$ cat config.mk
export PLATFORM = sky130hd
export DESIGN_NAME = stopwatch_ctrl
export DESIGN_NICKNAME = d
export VERILOG_FILES = /design/src/rtl/stopwatch_ctrl_pkg.sv /design/src/rtl/stopwatch_ctrl_btn_edge.sv /design/src/rtl/stopwatch_ctrl.sv
export SDC_FILE = /design/constraint.sdc
export NUM_CORES = 1
export LEC_CHECK = 0
export CORE_ASPECT_RATIO = 1.2
export CORE_MARGIN = 5
export CORE_UTILIZATION = 45
export DETAILED_ROUTE_END_ITERATION = 8
export PLACE_DENSITY = 0.77
export SETUP_SLACK_MARGIN = 0.5
export SKIP_CTS_REPAIR_TIMING = 1
export SLEW_MARGIN = 20
export SYNTH_ARGS = -nofsm -noshare
export SYNTH_HDL_FRONTEND = slang
export SYNTH_SLANG_ARGS = --single-unit
$ cat constraint.sdc
create_clock -name clk -period 1.8 [get_ports clk]
set_clock_uncertainty 0.1 [all_clocks]
set_input_delay 0.27 -clock clk [delete_from_list [all_inputs] [get_ports clk]]
set_output_delay 0.27 -clock clk [all_outputs]
set_load 0.005 [all_outputs]
$ cat src/rtl/stopwatch_ctrl_pkg.sv
// Shared definitions for the stopwatch control path: state encodings and the
// default digit limits of the 0-59 seconds counter.
package stopwatch_ctrl_pkg;

  typedef enum logic [1:0] {
    IDLE = 2'b00,
    RUN  = 2'b01,
    LAP  = 2'b10,
    STOP = 2'b11
  } state_t;

  localparam int TS_MAX_DEF = 5;
  localparam int SS_MAX_DEF = 9;

  // The counter advances, and the button is reported as running, in both RUN and LAP.
  function automatic logic is_active(input state_t s);
    return (s == RUN) || (s == LAP);
  endfunction

endpackage

$ cat src/rtl/stopwatch_ctrl_btn_edge.sv
// Rising-edge detector for an already-synchronous push-button level.
// The previous-level register resets high, so a button held through reset is ignored.
module btn_edge (
  input  logic clk,
  input  logic reset,
  input  logic btn,
  output logic press
);

  logic prev;

  always_ff @(posedge clk) begin
    if (reset) begin
      prev <= 1'b1;
    end else begin
      prev <= btn;
    end
  end

  assign press = btn & ~prev;

endmodule

$ cat src/rtl/stopwatch_ctrl.sv
// Start/stop and lap/clear control for the seconds counter: gates the 1 Hz tick,
// issues the counter clear and freezes the display on a captured lap value.
module stopwatch_ctrl
  import stopwatch_ctrl_pkg::*;
#(
  parameter int TS_MAX = TS_MAX_DEF,
  parameter int SS_MAX = SS_MAX_DEF
) (
  input  logic       clk,
  input  logic       reset,
  input  logic       tick,
  input  logic       btn_ss,
  input  logic       btn_lap,
  input  logic [2:0] ts,
  input  logic [3:0] ss,
  output logic       cnt_en,
  output logic       cnt_clr,
  output logic [2:0] ts_out,
  output logic [3:0] ss_out,
  output logic       min_tick,
  output logic       running
);

  state_t     state;
  state_t     next_state;
  logic       ss_press;
  logic       lap_press;
  logic       lap_load;
  logic       clr_go;
  logic [2:0] lap_ts;
  logic [3:0] lap_ss;

  btn_edge u_edge_ss (
    .clk   (clk),
    .reset (reset),
    .btn   (btn_ss),
    .press (ss_press)
  );

  btn_edge u_edge_lap (
    .clk   (clk),
    .reset (reset),
    .btn   (btn_lap),
    .press (lap_press)
  );

  // A start/stop press always takes priority; a lap press in the same cycle is dropped.
  always_comb begin
    next_state = state;
    lap_load   = 1'b0;
    clr_go     = 1'b0;
    case (state)
      IDLE: begin
        if (ss_press) next_state = RUN;
      end
      RUN: begin
        if (ss_press) begin
          next_state = STOP;
        end else if (lap_press) begin
          next_state = LAP;
          lap_load   = 1'b1;
        end
      end
      LAP: begin
        if (ss_press) begin
          next_state = STOP;
        end else if (lap_press) begin
          next_state = RUN;
        end
      end
      STOP: begin
        if (ss_press) begin
          next_state = RUN;
        end else if (lap_press) begin
          next_state = IDLE;
          clr_go     = 1'b1;
        end
      end
      default: next_state = IDLE;
    endcase
  end

  always_ff @(posedge clk) begin
    if (reset) begin
      state   <= IDLE;
      cnt_clr <= 1'b0;
      lap_ts  <= '0;
      lap_ss  <= '0;
    end else begin
      state   <= next_state;
      cnt_clr <= clr_go;
      if (lap_load) begin
        lap_ts <= ts;
        lap_ss <= ss;
      end else if (clr_go) begin
        lap_ts <= '0;
        lap_ss <= '0;
      end
    end
  end

  // Lap capture samples the live digits at the press edge, i.e. before any coincident increment.
  assign running  = is_active(state);
  assign cnt_en   = tick & running;
  assign min_tick = cnt_en & (ts == 3'(TS_MAX)) & (ss == 4'(SS_MAX));
  assign ts_out   = (state == LAP) ? lap_ts : ts;
  assign ss_out   = (state == LAP) ? lap_ss : ss;

endmodule

======== Word level (Yosys, flattened, before mapping) ========
Cells that the tools add are included.
operators by class
  eq/ne operators ......................... 9
  multiplexer cells ....................... 18
  bitwise operators ....................... 7
  reduce and logical (&&, ||, !) cells .... 4
operators by type and width
  operator                                                         count
  2-bit 2-to-1 mux                                                 7
  4-bit 2-to-1 mux                                                 3
  3-bit 2-to-1 mux                                                 3
  3-bit inequality test, second input constant                     3
  2-bit case mux with 4 select lines                               1
  1-bit AND                                                        5
  2-bit == test, second input constant                             2
  4-bit == test, second input constant                             1
  1-bit 2-to-1 mux                                                 4
  4-bit AND reduction                                              1
  3-bit == test, second input constant                             1
  2-bit by 1-bit == test with 1-bit output, second input constant  1
  2-bit logical NOT                                                1
  2-bit inequality test, second input constant                     1
  1-bit inverter                                                   2
  2-bit nonzero test                                               1
  1-bit logical OR                                                 1
storage, ports and cells
  bits in registers ....................... 12
  bits of input ports ..................... 12

======== Depth between registers and ports, before layout ========
  depth in word-level cells ............... 7
  depth in mapped cells ................... 6
  mapped depth without buffers ............ 5

======== Modules after synthesis ========
A second synthesis with hierarchy kept.
second synthesis, totals
  cells, all modules ...................... 72
  area total of the unflattened synthesis .. 656.9 um2
by module, submodules not included
  module          instances  cells each  area an instance (um2)
  stopwatch_ctrl  1          66          591.8
  btn_edge        2          3           32.5

======== Worst setup path before layout ========
OpenSTA, ideal clock, no wires.
  kind .................................... flip-flop to output port
  from .................................... register state[1]
  to ...................................... output port min_tick
  arrival ................................. 1.301 ns
  data required time ...................... 1.430 ns
  setup slack ............................. 0.129 ns
  stages on the path, launching flop included .. 6
  path through ............................ dfxtp_1 inv_1 ha_1 and2_1 nand4_1 nor4b_1
on the way
  longest elaborated chain between the ends .. 5
  elaborated cells between the ends (all ways) .. 6
  those cells by class .................... eq/ne (2); bitwise (3); reduce/logical (1)
RTL lines
  item                                                                              RTL line                  text
  start: declaration                                                                stopwatch_ctrl.sv:24      state_t state;
  start signal: assignment                                                          stopwatch_ctrl.sv:90      state <= next_state;
  2-bit by 1-bit == test with 1-bit output / 2-bit == test (equally long branches)  stopwatch_ctrl_pkg.sv:17  return (s == RUN) || (s == LAP);
  1-bit logical OR (*)                                                              stopwatch_ctrl_pkg.sv:17
  via running                                                                       stopwatch_ctrl.sv:21      output logic running
  1-bit AND (*)                                                                     stopwatch_ctrl.sv:104     assign cnt_en = tick & running;
  via cnt_en                                                                        stopwatch_ctrl.sv:16      output logic cnt_en,
  1-bit AND (*) (2 in a row)                                                        stopwatch_ctrl.sv:105     assign min_tick = cnt_en & (ts == 3'(TS_MAX)) & (ss == 4'(SS_MAX));
  end: declaration                                                                  stopwatch_ctrl.sv:20      output logic min_tick,
Mark *: on every way through the listed nets, which the timed path passes. The rest lies on a longest branch.

======== Final worst setup path ========
  from .................................... register state[1]
  to ...................................... output port min_tick
on the way
  longest elaborated chain between the ends .. 5
  elaborated cells between the ends (all ways) .. 6
  those cells by class .................... eq/ne (2); bitwise (3); reduce/logical (1)
RTL lines
  item                                                                              RTL line
  2-bit by 1-bit == test with 1-bit output / 2-bit == test (equally long branches)  stopwatch_ctrl_pkg.sv:17
  1-bit logical OR (*)                                                              stopwatch_ctrl_pkg.sv:17
  1-bit AND (*)                                                                     stopwatch_ctrl.sv:104
  1-bit AND (*) (2 in a row)                                                        stopwatch_ctrl.sv:105
Every way passes the cells marked *; elsewhere a longest branch is shown, timed or not.

==> reports/metrics.cfg <==
[outcome]
status=complete, but fails checks
violations=setup timing

[global_routing]
grt_usage_pct=17.89
first_global_vias=733
antenna_found_initial=0
grt_max_degree=12
overflow=0
grt_pass1_wl_microns=3229

[setup_path]
critical_path_class=reg2out
crit_start=state[1]
setup.worst_path.start_class=flip-flop
r2r_start=state[0]
critPathArrivalTime_ns=1.60
crit_fanout=2
end_kind=primary output
cp.required_ns=1.43

[sta]
relSlewSlack_pct=66.36
fmax_mhz=506.8
finalSetupViolCount=8
min_period_over_period_pct=109.6
hold_violations=0
fin_ws_ns=-0.1733
period_minus_slack_ns=1.973
finalMaxSlewViolations=0
rsz0062_at_grt=yes
tightest_slew_ns=0.5031

[synth]
synthTopCellsByArea=dfxtp_1 (32%), mux2_2 (11%), ha_1 (8.5%)
synth_area_sq_um=739.5
seq_area_frac_synth_pct=32.49
yosys.cell_types.count=22
syn_inst=76
syn_nets=93
avgSynthCellArea_sq_um=9.730
ys_ff_latch=12
yosysWarnings=0
yosysTopAreaCell=dfxtp_1
synth_top_area_share_pct=32.49

[route]
ant_nets=0
routedWlPerCell_microns=18.75
first_pass_iters=4
vias_per_cell=5.893
post-route-drc-count=0
drtIter0Drc=26
finalWirelength_microns=2625
vias=825

[pwr]
ir_drop_uv=816.8
p_leak_nw=0.5329
powerDensity_mw_per_mm2=1070

[die]
ios=23
initial_utilization_pct=46.17
dieArea_sq_mm=0.002557
std_cell_rows=16
die_x_microns=47.01
die_y_microns=54.41
coreArea_sq_mm=0.001602

[final_layout]
num-nets-final=140
diodes=0
fillCellCount=101
final_layout_size_suffix_gt1_share_pct=58.20
utilization_pct=80.86
area_growth_pct=75.13

[job]
drv_cap=0

[clock_tree]
cts-htree-levels=1
cts.sink_count=12
cts_inserted_buffers=3
clk_pin_slew_ns=0.08
cts_tree=built
clockBufferDepth=2
clkLatencyLatePin_ns=0.28
clockRootBuffer=clkbuf_4

[placement]
io_buffers=22
dp_slack_ns=-0.4639
finalWeightedCongestion=0.8372
place_hpwl_microns=1570

[min_path]
min_path_type=reg2reg
hold_path_startpoint=lap_ts[0]

==> kinds of logic (layout without fill, tap and decap cells) <==
group / after synthesis / count (layout) / synth area share [%]
mux: 7 / 7 / 10.66
buf+inv: 9 / 55 / 6.767
fa+ha+maj: 5 / 5 / 8.460
compound gates: 19 / 19 / 19.29
flops: 12 / 12 / 32.49
simple gates: 24 / 24 / 22.34
==> cells in the mapped netlist <==
| library cell | instances |
|---|---|
| a21oi_1 | 7 |
| a221oi_2 | 1 |
| and2_1 | 1 |
| buf_6 | 2 |
| clkbuf_1 | 4 |
| clkbuf_2 | 1 |
| dfxtp_1 | 12 |
| ha_1 | 5 |
| inv_1 | 2 |
| mux2_2 | 7 |
| nand2b_1 | 2 |
| nand4_1 | 8 |
| nor2_1 | 3 |
| nor2b_1 | 3 |
| nor3b_1 | 2 |
| nor4_4 | 1 |
| nor4b_1 | 2 |
| o21a_1 | 1 |
| o31ai_1 | 8 |
| o32ai_1 | 1 |
| o41ai_2 | 1 |
| or2_2 | 2 |
==> cells in the final DEF (no fill, tap or decap), types with 2 or more instances in the layout <==
cell and count:
nor4b_2 2, clkbuf_4 3, a21oi_1 7, inv_4 2, ha_4 4, nor2b_1 2, o31ai_2 4, clkbuf_2 7
nor3b_1 2, dfxtp_1 10, o31ai_1 4, clkdlybuf4s50_1 11, nand4_1 8, buf_6 4, nor2_1 2, mux2_4 7
buf_4 24, or2_2 2
==> flip-flops by register name (all words and copies together), names as in the netlist <==
register,flops
cnt_clr,1
state,2
u_edge_ss.prev,1
lap_ts,3
u_edge_lap.prev,1
lap_ss,4
==> cell type report <==
cell class	instances	area, sq um	share of cell area, %
Inverter	2	12.51	0.9662
Timing Repair Buffer	49	407.9	31.50
Multi-Input combinational cell	55	580.6	44.83
Tap cell	18	22.52	1.739
Clock buffer	4	26.28	2.029
Sequential cell	12	245.2	18.94
==> power breakdown <==
group	total (mW)	leakage, nW	internal, mW	switching, mW
clock	0.179	0.0150	0.0861	0.0932
sequential	0.315	0.0987	0.294	0.0212
combinational	0.892	0.419	0.498	0.394
==> metal layers <==
metal | track usage (%) | routed length (microns) | share of wire, %
met1 | 20.51 | 978 | 37
met2 | 30.54 | 1338 | 51
met3 | 1.974 | 165 | 6.3
met4 | 11.52 | 142 | 5.4
met5 | 0 | 0 | 0
==> per-stage QoR <==
stage | power (mW) | area, sq um | instances | hold WS (ns) | setup TNS, ns
after floorplan | 0.7070 | 804.5 | 76 | 0.2467 | 0
after global placement | 0.9423 | 1125 | 125 | 0.3493 | -1.798
after detailed placement | 0.9499 | 1125 | 125 | 0.3624 | -1.933
after CTS | 1.141 | 1151 | 129 | 0.3717 | -4.584
after global routing | 1.454 | 1295 | 140 | 0.3987 | -1.223
final | 1.386 | 1295 | 140 | 0.3773 | -0.8305
==> worst max-delay path: stages, from the launching register on <==
cell     delay [ns]
dfxtp_4        0.37
inv_4          0.04
ha_4           0.25
and2_4         0.14
nand4_1        0.14
nor4b_2        0.24
buf_2          0.15
==> final timing paths <==
kind,to,slack (ns),cells past startpoint
worst min register to register,lap_ts[0],0.38,2
worst max register to register,state[0],0.06,8
worst min-delay path,lap_ts[0],0.38,2
worst max-delay path,min_tick,-0.17,6
Note: power is estimated with default switching activity, not from simulation.
